--- src/rtl/tmac_uni_param.sv ---
// Unary/temporal-coded LANES-wide dot-product MAC over a 2^WIDTH-cycle stream window, binary + unary outputs.
// Latency: done 2^WIDTH+L+1 cycles after start (max(Amax,1)+L+1 with TMAC_EARLY_TERM_EN); start ignored while busy.
module tmac_uni_param #(
    parameter int WIDTH = 8,
    parameter int LANES = 16
) (
    input  logic               clk,
    input  logic               rst_n,
    input  logic               start,
    input  logic               scale_en,
    input  logic [LANES*WIDTH-1:0] iA,
    input  logic [LANES*WIDTH-1:0] iB,
    input  logic [WIDTH-1:0]   rng_b,
    input  logic [WIDTH-1:0]   rng_c,
    output logic               busy,
    output logic               done,
    output logic [WIDTH-1:0]   result,
    output logic               result_valid,
    output logic               sat,
    output logic               oC
);
    localparam int L   = $clog2(LANES);
    localparam int SW  = WIDTH + L;
    localparam int TCW = $clog2(L + 1);
    localparam logic [SW-1:0] MAXV = SW'((1 << WIDTH) - 1);

    typedef enum logic [1:0] {ST_IDLE, ST_RUN, ST_TREE} state_t;

    state_t           state_q, state_d;
    logic [WIDTH-1:0] a_q   [LANES];
    logic [WIDTH-1:0] b_q   [LANES];
    logic [WIDTH-1:0] cnt_q [LANES];
    logic [WIDTH-1:0] t_q;
    logic [WIDTH-1:0] last_t;
    logic [TCW-1:0]   tc_q;
    logic             scale_q;
    logic [SW-1:0]    sum_q  [1:LANES-1];
    logic [SW-1:0]    node_d [2:2*LANES-1];
    logic             accept, run_last, tree_last;
    logic [SW-1:0]    root;

    assign accept    = (state_q == ST_IDLE) && start;
    assign run_last  = (state_q == ST_RUN) && (t_q == last_t);
    assign tree_last = (state_q == ST_TREE) && (tc_q == TCW'(L));
    assign root      = sum_q[1];
    assign busy      = (state_q != ST_IDLE);
    assign oC        = result_valid && (result > rng_c);

`ifdef TMAC_EARLY_TERM_EN
    // No lane can produce a 1 once t >= max(A), so the window stops there.
    logic [WIDTH-1:0] amax_d, amax_q;

    always_comb begin
        amax_d = '0;
        for (int i = 0; i < LANES; i++) begin
            if (iA[i*WIDTH +: WIDTH] > amax_d) amax_d = iA[i*WIDTH +: WIDTH];
        end
    end

    always_ff @(posedge clk or negedge rst_n) begin
        if (!rst_n)      amax_q <= '0;
        else if (accept) amax_q <= amax_d;
    end

    assign last_t = (amax_q == '0) ? '0 : amax_q - WIDTH'(1);
`else
    assign last_t = '1;
`endif

    always_ff @(posedge clk or negedge rst_n) begin
        if (!rst_n) state_q <= ST_IDLE;
        else        state_q <= state_d;
    end

    always_comb begin
        state_d = state_q;
        case (state_q)
            ST_IDLE: if (start)     state_d = ST_RUN;
            ST_RUN:  if (run_last)  state_d = ST_TREE;
            ST_TREE: if (tree_last) state_d = ST_IDLE;
            default:                state_d = ST_IDLE;
        endcase
    end

    always_ff @(posedge clk or negedge rst_n) begin
        if (!rst_n) begin
            for (int i = 0; i < LANES; i++) begin
                a_q[i]   <= '0;
                b_q[i]   <= '0;
                cnt_q[i] <= '0;
            end
            t_q          <= '0;
            tc_q         <= '0;
            scale_q      <= 1'b0;
            done         <= 1'b0;
            result       <= '0;
            result_valid <= 1'b0;
            sat          <= 1'b0;
        end else begin
            done <= tree_last;
            if (accept) begin
                for (int i = 0; i < LANES; i++) begin
                    a_q[i]   <= iA[i*WIDTH +: WIDTH];
                    b_q[i]   <= iB[i*WIDTH +: WIDTH];
                    cnt_q[i] <= '0;
                end
                scale_q      <= scale_en;
                t_q          <= '0;
                tc_q         <= '0;
                result_valid <= 1'b0;
                sat          <= 1'b0;
            end
            if (state_q == ST_RUN) begin
                t_q <= t_q + WIDTH'(1);
                for (int i = 0; i < LANES; i++) begin
                    cnt_q[i] <= cnt_q[i] +
                        WIDTH'((t_q < a_q[i]) && (rng_b < b_q[i]));
                end
            end
            if (state_q == ST_TREE) tc_q <= tc_q + TCW'(1);
            if (tree_last) begin
                result_valid <= 1'b1;
                if (scale_q) begin
                    result <= root[SW-1:L];
                    sat    <= 1'b0;
                end else if (root > MAXV) begin
                    result <= '1;
                    sat    <= 1'b1;
                end else begin
                    result <= root[WIDTH-1:0];
                    sat    <= 1'b0;
                end
            end
        end
    end

    // Heap-indexed adder tree: node k sums children 2k and 2k+1; leaves are the lane counters.
    always_comb begin
        for (int k = 2; k < LANES; k++) node_d[k] = sum_q[k];
        for (int k = LANES; k < 2*LANES; k++) node_d[k] = SW'(cnt_q[k-LANES]);
    end

    always_ff @(posedge clk or negedge rst_n) begin
        if (!rst_n) begin
            for (int k = 1; k < LANES; k++) sum_q[k] <= '0;
        end else begin
            for (int k = 1; k < LANES; k++) sum_q[k] <= node_d[2*k] + node_d[2*k+1];
        end
    end
endmodule

--- config.mk ---
export PLATFORM = sky130hd
export DESIGN_NAME = tmac_uni_param
export DESIGN_NICKNAME = d
export VERILOG_FILES = /design/src/rtl/tmac_uni_param.sv
export SDC_FILE = /design/constraint.sdc
export NUM_CORES = 1
export LEC_CHECK = 0
export BUFFER_PORTS_ARGS = -buffer_cell sky130_fd_sc_hd__buf_2
export CORE_MARGIN = 3
export CORE_UTILIZATION = 40
export DETAILED_ROUTE_END_ITERATION = 7
export PLACE_DENSITY_LB_ADDON = 0.15
export SLEW_MARGIN = 20
export SYNTH_ARGS = -nofsm -noshare
export SYNTH_HDL_FRONTEND = slang
export SYNTH_SLANG_ARGS = --single-unit
--- constraint.sdc ---
create_clock -name clk -period 3.73 [get_ports clk]
set_clock_uncertainty 0.05 [all_clocks]
set_input_delay 0.373 -clock clk [delete_from_list [all_inputs] [get_ports clk]]
set_output_delay 0.373 -clock clk [all_outputs]
set_load 0.02 [all_outputs]
==> reports/results.tsv, run 1 <==
metric	value	unit
finalNetCount	4430	
finalSetupViolations	0	
slew_headroom	31.8	%
post_cts_buffers	0	
start_kind	flip-flop	
whs	40.8	ps
setup_tns	0	ps
post-route-util	50.8	%
cp_slowest_cell	dfrtp_1	
route.met2.wl	35300	um
drc	0	
place_area	33500	sq um
synth_top_cell_area_share	45.2	%
dp_hpwl	55500	um
cp_slowest_stage_delay	520	ps
max_freq	0.323	GHz
cts_tree	yes	
path_cells	buf_4 > ha_1 > a21o_1 > a21o_1 > a2111oi_0 > o221a_2 > ha_1 > ha_1 > nand4_1 > xor2_1 > nor2_1	
end_kind	flip-flop	
critical_path.most_common_cell	ha_1	
synth_top_cells_by_count	555 x dfrtp_1, 479 x nand2_1, 398 x ha_1	
min_path_type	in -> reg	
gp_congestion	0.786	
async_reset_ff_share	100	%
top_layer_used	met5	
p_per_area	651	nW/um^2
clkTransAtPathRegs	60	ps
synth-xor-area-share	3.11	%
synth_edf_count	0	
cts_inserted_buffers	66	
firstDrtPassIters	5	
yosys.area.top_type	dfrtp_1	
die_area	80200	sq um
drt-met1-wl	37600	um
wire_per_inst	16.2	um
critPathRequiredTime	4130	ps
final_max_slew_viol_count	0	
holdPathEnd	scale_q	
min_period_over_period	83.0	%
yosys-top-cells-area	dfrtp_1 45%, ha_1 16%, o21ai_0 6.4%	
worstSkewPairLatency	610	ps
cap_violations	0	
synth_ff_type	dfrtp_1	
worst-r2r-cell-count	11	
seq_area_frac_synth	45.2	%
holdCritStartpoint	scale_en	
grt_util_all_layers	19.5	%
avgSynthCellArea	9.64	sq um
finalWirelength	78000	um
cts_buffer_depth	3	
final.min_clock_period	3090	ps
rows	100	
io_pins	289	
dr_wl_met3	3220	um
die_height	283	um
grt_max_degree	145	
antenna_found_initial	12	
fin_area	38200	sq um
r2r_start	t_q[5]	
vias_per_cell	4.94	
synth.distinct_cells	53	
clock_sinks	555	
worst_pin_slew	1020	ps
drive_above_1_share	12.4	%
synth_nets	3874	
cts_root_buf	clkbuf_16	
ir_worst_vdd	0.385	mV
grt_pass1_vias	23900	
hold_viol	0	
grt_pass1_wl	128000	um
cp.arrival	3500	ps
portBuffers	288	
cts_resized	0	
worstPathMaxFanout	12	
synth-compound-area-share	15.2	%
vias	23800	
core_region_area	75200	sq um
r2r_slack	640	ps
syn_to_final_growth	24.4	%
synth_top_family_by_area	adder cells	
die_w	283	um
ant_nets	0	
first_iter_violations	1253	
postSynthCellCount	3185	
yosys_warnings	0	
critical_path_class	reg -> reg	
grt_setup_unrepaired	no	
initial_core_util	40.8	%
fin_total_pwr	24.9	mW
hold_path_depth	3	
yosys_register_bits	555	
synthSimpleGateAreaFrac	13.1	%
synth_fa_ha_area_share	17.2	%
outcome	complete, no violations	
synth_most_common_cell	dfrtp_1	
cts_max_level	3	
reg2reg_to	cnt_q[36]	
leakage	19.2	nW
grt.overflow.total	0	
cts.hold.buffers_added	255	
synth_area	30700	sq um
synthMuxAreaShare	0.591	%
[where the power goes]
part           internal, mW  switching (mW)
clock                  3.87            2.55
combinational          4.19            5.25
sequential             7.96            1.07
total                  16.0            8.87
[layer usage]
metal | GRT usage, % | up-vias
li1 | - | 12100
met1 | 27.3 | 11100
met2 | 31.2 | 450
met3 | 3.48 | 125
met4 | 5.47 | 8
met5 | 0 | -
[sequential cells by signal (all words and copies together) (netlist names)]
register      count
sat               1
scale_q           1
cnt_q           128
root             12
result_valid      1
state_q           2
tc_q              3
a_q             128
done              1
b_q             128
node_d          134
result            8
t_q               8
[through the flow]
stage	cells	worst slack (ps)
after floorplan	3185	885
after global placement	4438	694
after detailed placement	4438	626
after CTS	4805	615
after global routing	4808	374
final	4812	636
[worst max path at each step]
stage,from,to,cells past startpoint
2_1_floorplan,t_q[5],cnt_q[110],10
3_3_place_gp,rng_b[6],cnt_q[110],11
3_5_place_dp,t_q[5],cnt_q[60],11
4_1_cts,t_q[5],cnt_q[60],11
5_1_grt,t_q[5],cnt_q[52],11
6_report,t_q[5],cnt_q[36],11
[layout by cell type (no fill, tap or decap), drive strengths merged, types with 3 or more instances in the layout]
| cell type | netlist | final |
|---|---|---|
| ha | 398 | 398 |
| o21ai | 391 | 391 |
| nor3 | 22 | 22 |
| bufinv | 0 | 3 |
| nand2 | 479 | 479 |
| clkinv | 0 | 6 |
| diode | 0 | 7 |
| o221a | 14 | 14 |
| a2111oi | 16 | 16 |
| nand3 | 68 | 68 |
| inv | 341 | 344 |
| o221ai | 4 | 4 |
| nand2b | 39 | 39 |
| a31oi | 13 | 13 |
| nor2b | 19 | 19 |
| or2 | 10 | 10 |
| dfrtp | 555 | 555 |
| and4 | 7 | 7 |
| o21bai | 4 | 4 |
| nor2 | 86 | 86 |
| nand4 | 94 | 94 |
| o211ai | 18 | 18 |
| a211oi | 13 | 13 |
| xnor2 | 81 | 81 |
| or3 | 8 | 8 |
| dlygate4sd3 | 0 | 255 |
| a21o | 117 | 117 |
| xor2 | 28 | 28 |
| clkbuf | 39 | 100 |
| and3 | 22 | 22 |
| o31ai | 37 | 37 |
| mux2i | 17 | 17 |
| a21oi | 147 | 147 |
| fa | 15 | 15 |
| buf | 57 | 329 |
| and2 | 13 | 13 |
[layout make-up]
type,instances,area (sq um)
antenna,7,17.5
multi-input combinational,2193,15100
timing repair buffer,584,4490
inverter,341,1280
clock inverter,12,183
tap,1020,1280
clock buffer,100,1980
sequential,555,13900
fill,6841,37000
[logic make-up (layout without fill, tap and decap cells)]
group	after synthesis	after routing
other cells	0	7
compound gates	785	785
flops	555	555
xor+xnor	109	109
fa+ha+maj	413	413
mux	18	18
buf+inv	437	1037
simple gates	868	868
[worst max-delay path: cells and delay by family, from the launching register on]
kind	cells	cell delay [ps]
compound gates	4	1070
fa+ha+maj	3	700
flops	1	520
buf+inv	1	270
simple gates	2	170
xor+xnor	1	160
Note: power is estimated with default switching activity, not from simulation.
==> run 2: changes to the inputs <==
ABC_AREA = 1   (was not set)
clock period = 3.2 ns   (was 3.73 ns; I/O delays follow)
==> run 2 against run 1 <==
Against the previous run: design area is 6.3% higher; cell count grew 21%; combinational power rose by 40%; flip-flop and latch count stayed put; power grew 26%; core utilization down 0.61 points; synthesized cell count is 30% higher; sequential power rose by 16%.
==> reports/results.tsv, run 2 <==
metric	value	unit	change
start_kind	flip-flop		
grt_pass1_vias	28000		+18%
syn_to_final_growth	23.9	%	
synth_top_cell_area_share	42.3	%	-2.9 points
grt_util_all_layers	21.0	%	+1.5 points
yosys.area.top_type	dfrtp_1		
clkTransAtPathRegs	60	ps	about the same
wire_per_inst	15.1	um	-7.1%
cp_slowest_cell	dfrtp_1		
grt_max_degree	105		-28%
cts_max_level	3		unchanged
cap_violations	0		unchanged
largest_reg_flops	134		unchanged
path_buf_inv	3		+2
min_path_type	in -> reg		
worstSkewPairLatency	610	ps	about the same
outcome	complete, no violations		
synth_area	32800	sq um	+6.8%
cp_slowest_stage_delay	440	ps	-80 ps
critPathRequiredTime	3630	ps	-500 ps
path_cells	buf_12 > ha_1 > nand2_1 > nand2_1 > nor2_1 > nand2_1 > nor2_1 > nand2_1 > nor2_1 > ha_1 > ha_1 > nand2_1 > inv_1 > nand3_1 > nor2_1 > nand3_1 > o21ai_0 > inv_1		
max_freq	0.360	GHz	+11%
synth_ff_type	dfrtp_1		
critical_path.most_common_cell	nand2_1		
grt_pass1_wl	145000	um	+13%
cts_inserted_buffers	67		+1.5%
worstPathMaxFanout	16		+4
post_cts_buffers	0		unchanged
cts_tree	yes		
final_max_slew_viol_count	0		unchanged
antenna_found_initial	8		-4
die_area	85500	sq um	+6.7%
core_region_area	80900	sq um	+7.6%
synth_most_common_cell	nand2_1		
synth_nets	4821		+24%
final_cell_mix	1208 x nand2_1, 691 x inv_1, 555 x dfrtp_1		
yosys_register_bits	555		unchanged
async_reset_ff_share	100	%	unchanged
leakage	22.4	nW	+17%
critical_path_class	reg -> reg		
cts.hold.buffers_added	257		+0.78%
die_height	292	um	+3.3%
grt_setup_unrepaired	no		
hold_viol	0		unchanged
min_period_over_period	86.7	%	+3.8 points
first_iter_violations	1322		+5.5%
setup_tns	0	ps	unchanged
drive_above_1_share	9.77	%	-2.6 points
dp_hpwl	63800	um	+15%
rows	104		+4.0%
clock_sinks	555		unchanged
fin_total_pwr	31.4	mW	+26%
worst_pin_slew	902	ps	-121 ps
portBuffers	288		unchanged
cpLargestDelayFamily	simple AND/OR/NAND/NOR gates		
cts_root_buf	clkbuf_16		
synth_edf_count	0		unchanged
final.min_clock_period	2780	ps	-319 ps
ir_worst_vdd	0.419	mV	+8.9%
cts_buffer_depth	3		unchanged
die_w	292	um	+3.3%
final_common_cell	nand2_1		
finalNetCount	5405		+22%
finalWirelength	87900	um	+13%
firstDrtPassIters	5		unchanged
end_kind	flip-flop		
avgSynthCellArea	7.94	sq um	-18%
grt.overflow.total	0		unchanged
yosys_warnings	0		unchanged
synth.distinct_cells	36		-32%
finalSetupViolations	0		unchanged
drc	0		unchanged
synth_top_cells_by_count	1208 x nand2_1, 691 x inv_1, 555 x dfrtp_1		
postSynthCellCount	4132		+30%
ant_nets	0		unchanged
gp_congestion	0.845		+7.5%
initial_core_util	40.5	%	-0.32 points
seq_area_frac_synth	42.3	%	-2.9 points
p_per_area	773	nW/um^2	+19%
yosys-top-cells-area	dfrtp_1 42%, ha_1 15%, nand2_1 14%		
io_pins	289		unchanged
vias_per_cell	4.74		-4.2%
slew_headroom	39.8	%	+8.1 points
cts_resized	0		unchanged
cp.arrival	3200	ps	-300 ps
vias	27600		+16%
## run 2: changes by cell type after synthesis, sizes merged, moves of 56 or more
cell	change
a21o	-110
inv	+354
nand2	+730
nand3	+176
nand4	-56
nor2	+117
xnor2	-65
## run 2: per-stage QoR
| stage | setup slack, ps | std cells | hold WS, ps | utilization (%) | area, sq um |
|---|---|---|---|---|---|
| after floorplan | 831 | 4132 | -25.6 | - | 32800 |
| after global placement | 280 | 5450 | 269 | 44.3 | 35800 |
| after detailed placement | 251 | 5450 | 273 | 44.3 | 35800 |
| after CTS | 345 | 5828 | 18.1 | 50.2 | 40600 |
| after global routing | 152 | 5836 | 56.2 | 50.2 | 40600 |
| final | 425 | 5836 | 90.6 | 50.2 | 40600 |
## run 2: cell families after synthesis
logic type | count (synthesis) | share of synthesized area [%]
mux | 2 | 0.0610
simple gates | 1731 | 21.3
xor+xnor | 49 | 1.31
flops | 555 | 42.3
buf+inv | 785 | 9.22
compound gates | 597 | 9.68
fa+ha+maj | 413 | 16.1
## run 2: worst register-to-register path, cell delays in order (launching register included)
cell	delay (ps)
dfrtp_1	440
buf_12	190
ha_1	330
nand2_1	70
nand2_1	40
nor2_1	80
nand2_1	60
nor2_1	80
nand2_1	70
nor2_1	210
ha_1	250
ha_1	180
nand2_1	60
inv_1	80
nand3_1	110
nor2_1	120
nand3_1	70
o21ai_0	100
inv_1	50
## run 2: final timing paths
path | cells past startpoint | startpoint | slack (ps) | end
worst max-delay path | 18 | t_q[7] | 420 | cnt_q[94]
worst min-delay path | 3 | iA[89] | 90 | a_q[33]
worst max register to register | 18 | t_q[7] | 420 | cnt_q[94]
worst min register to register | 1 | node_d[204] | 430 | node_d[288]
max in group asynchronous | 3 | rst_n | 1880 | a_q[79]
min in group asynchronous | 2 | rst_n | 240 | node_d[297]
## run 2: final cells by class
class	instances	area (sq um)
inverter	696	2620
clock inverter	28	273
timing repair buffer	604	4670
clock buffer	93	1950
sequential	555	13900
fill	7776	40300
antenna	8	20.0
multi-input combinational	2792	15900
tap	1060	1330
## run 2: layer usage
metal	wire length, um	share of wire, %	up-vias	GRT usage [%]
met5	0	0	-	0
met4	2910	3.3	0	7.30
met3	3030	3.4	161	2.99
met2	41100	47	422	35.5
met1	40900	47	12700	27.6
li1	-	-	14300	-
## run 2: where the power goes
group / switching, mW / total, mW / leakage [nW] / internal, mW
logic: 7.81 / 13.2 / 15.4 / 5.42
registers: 1.50 / 10.5 / 5.87 / 8.98
clock network: 3.12 / 7.71 / 1.11 / 4.60
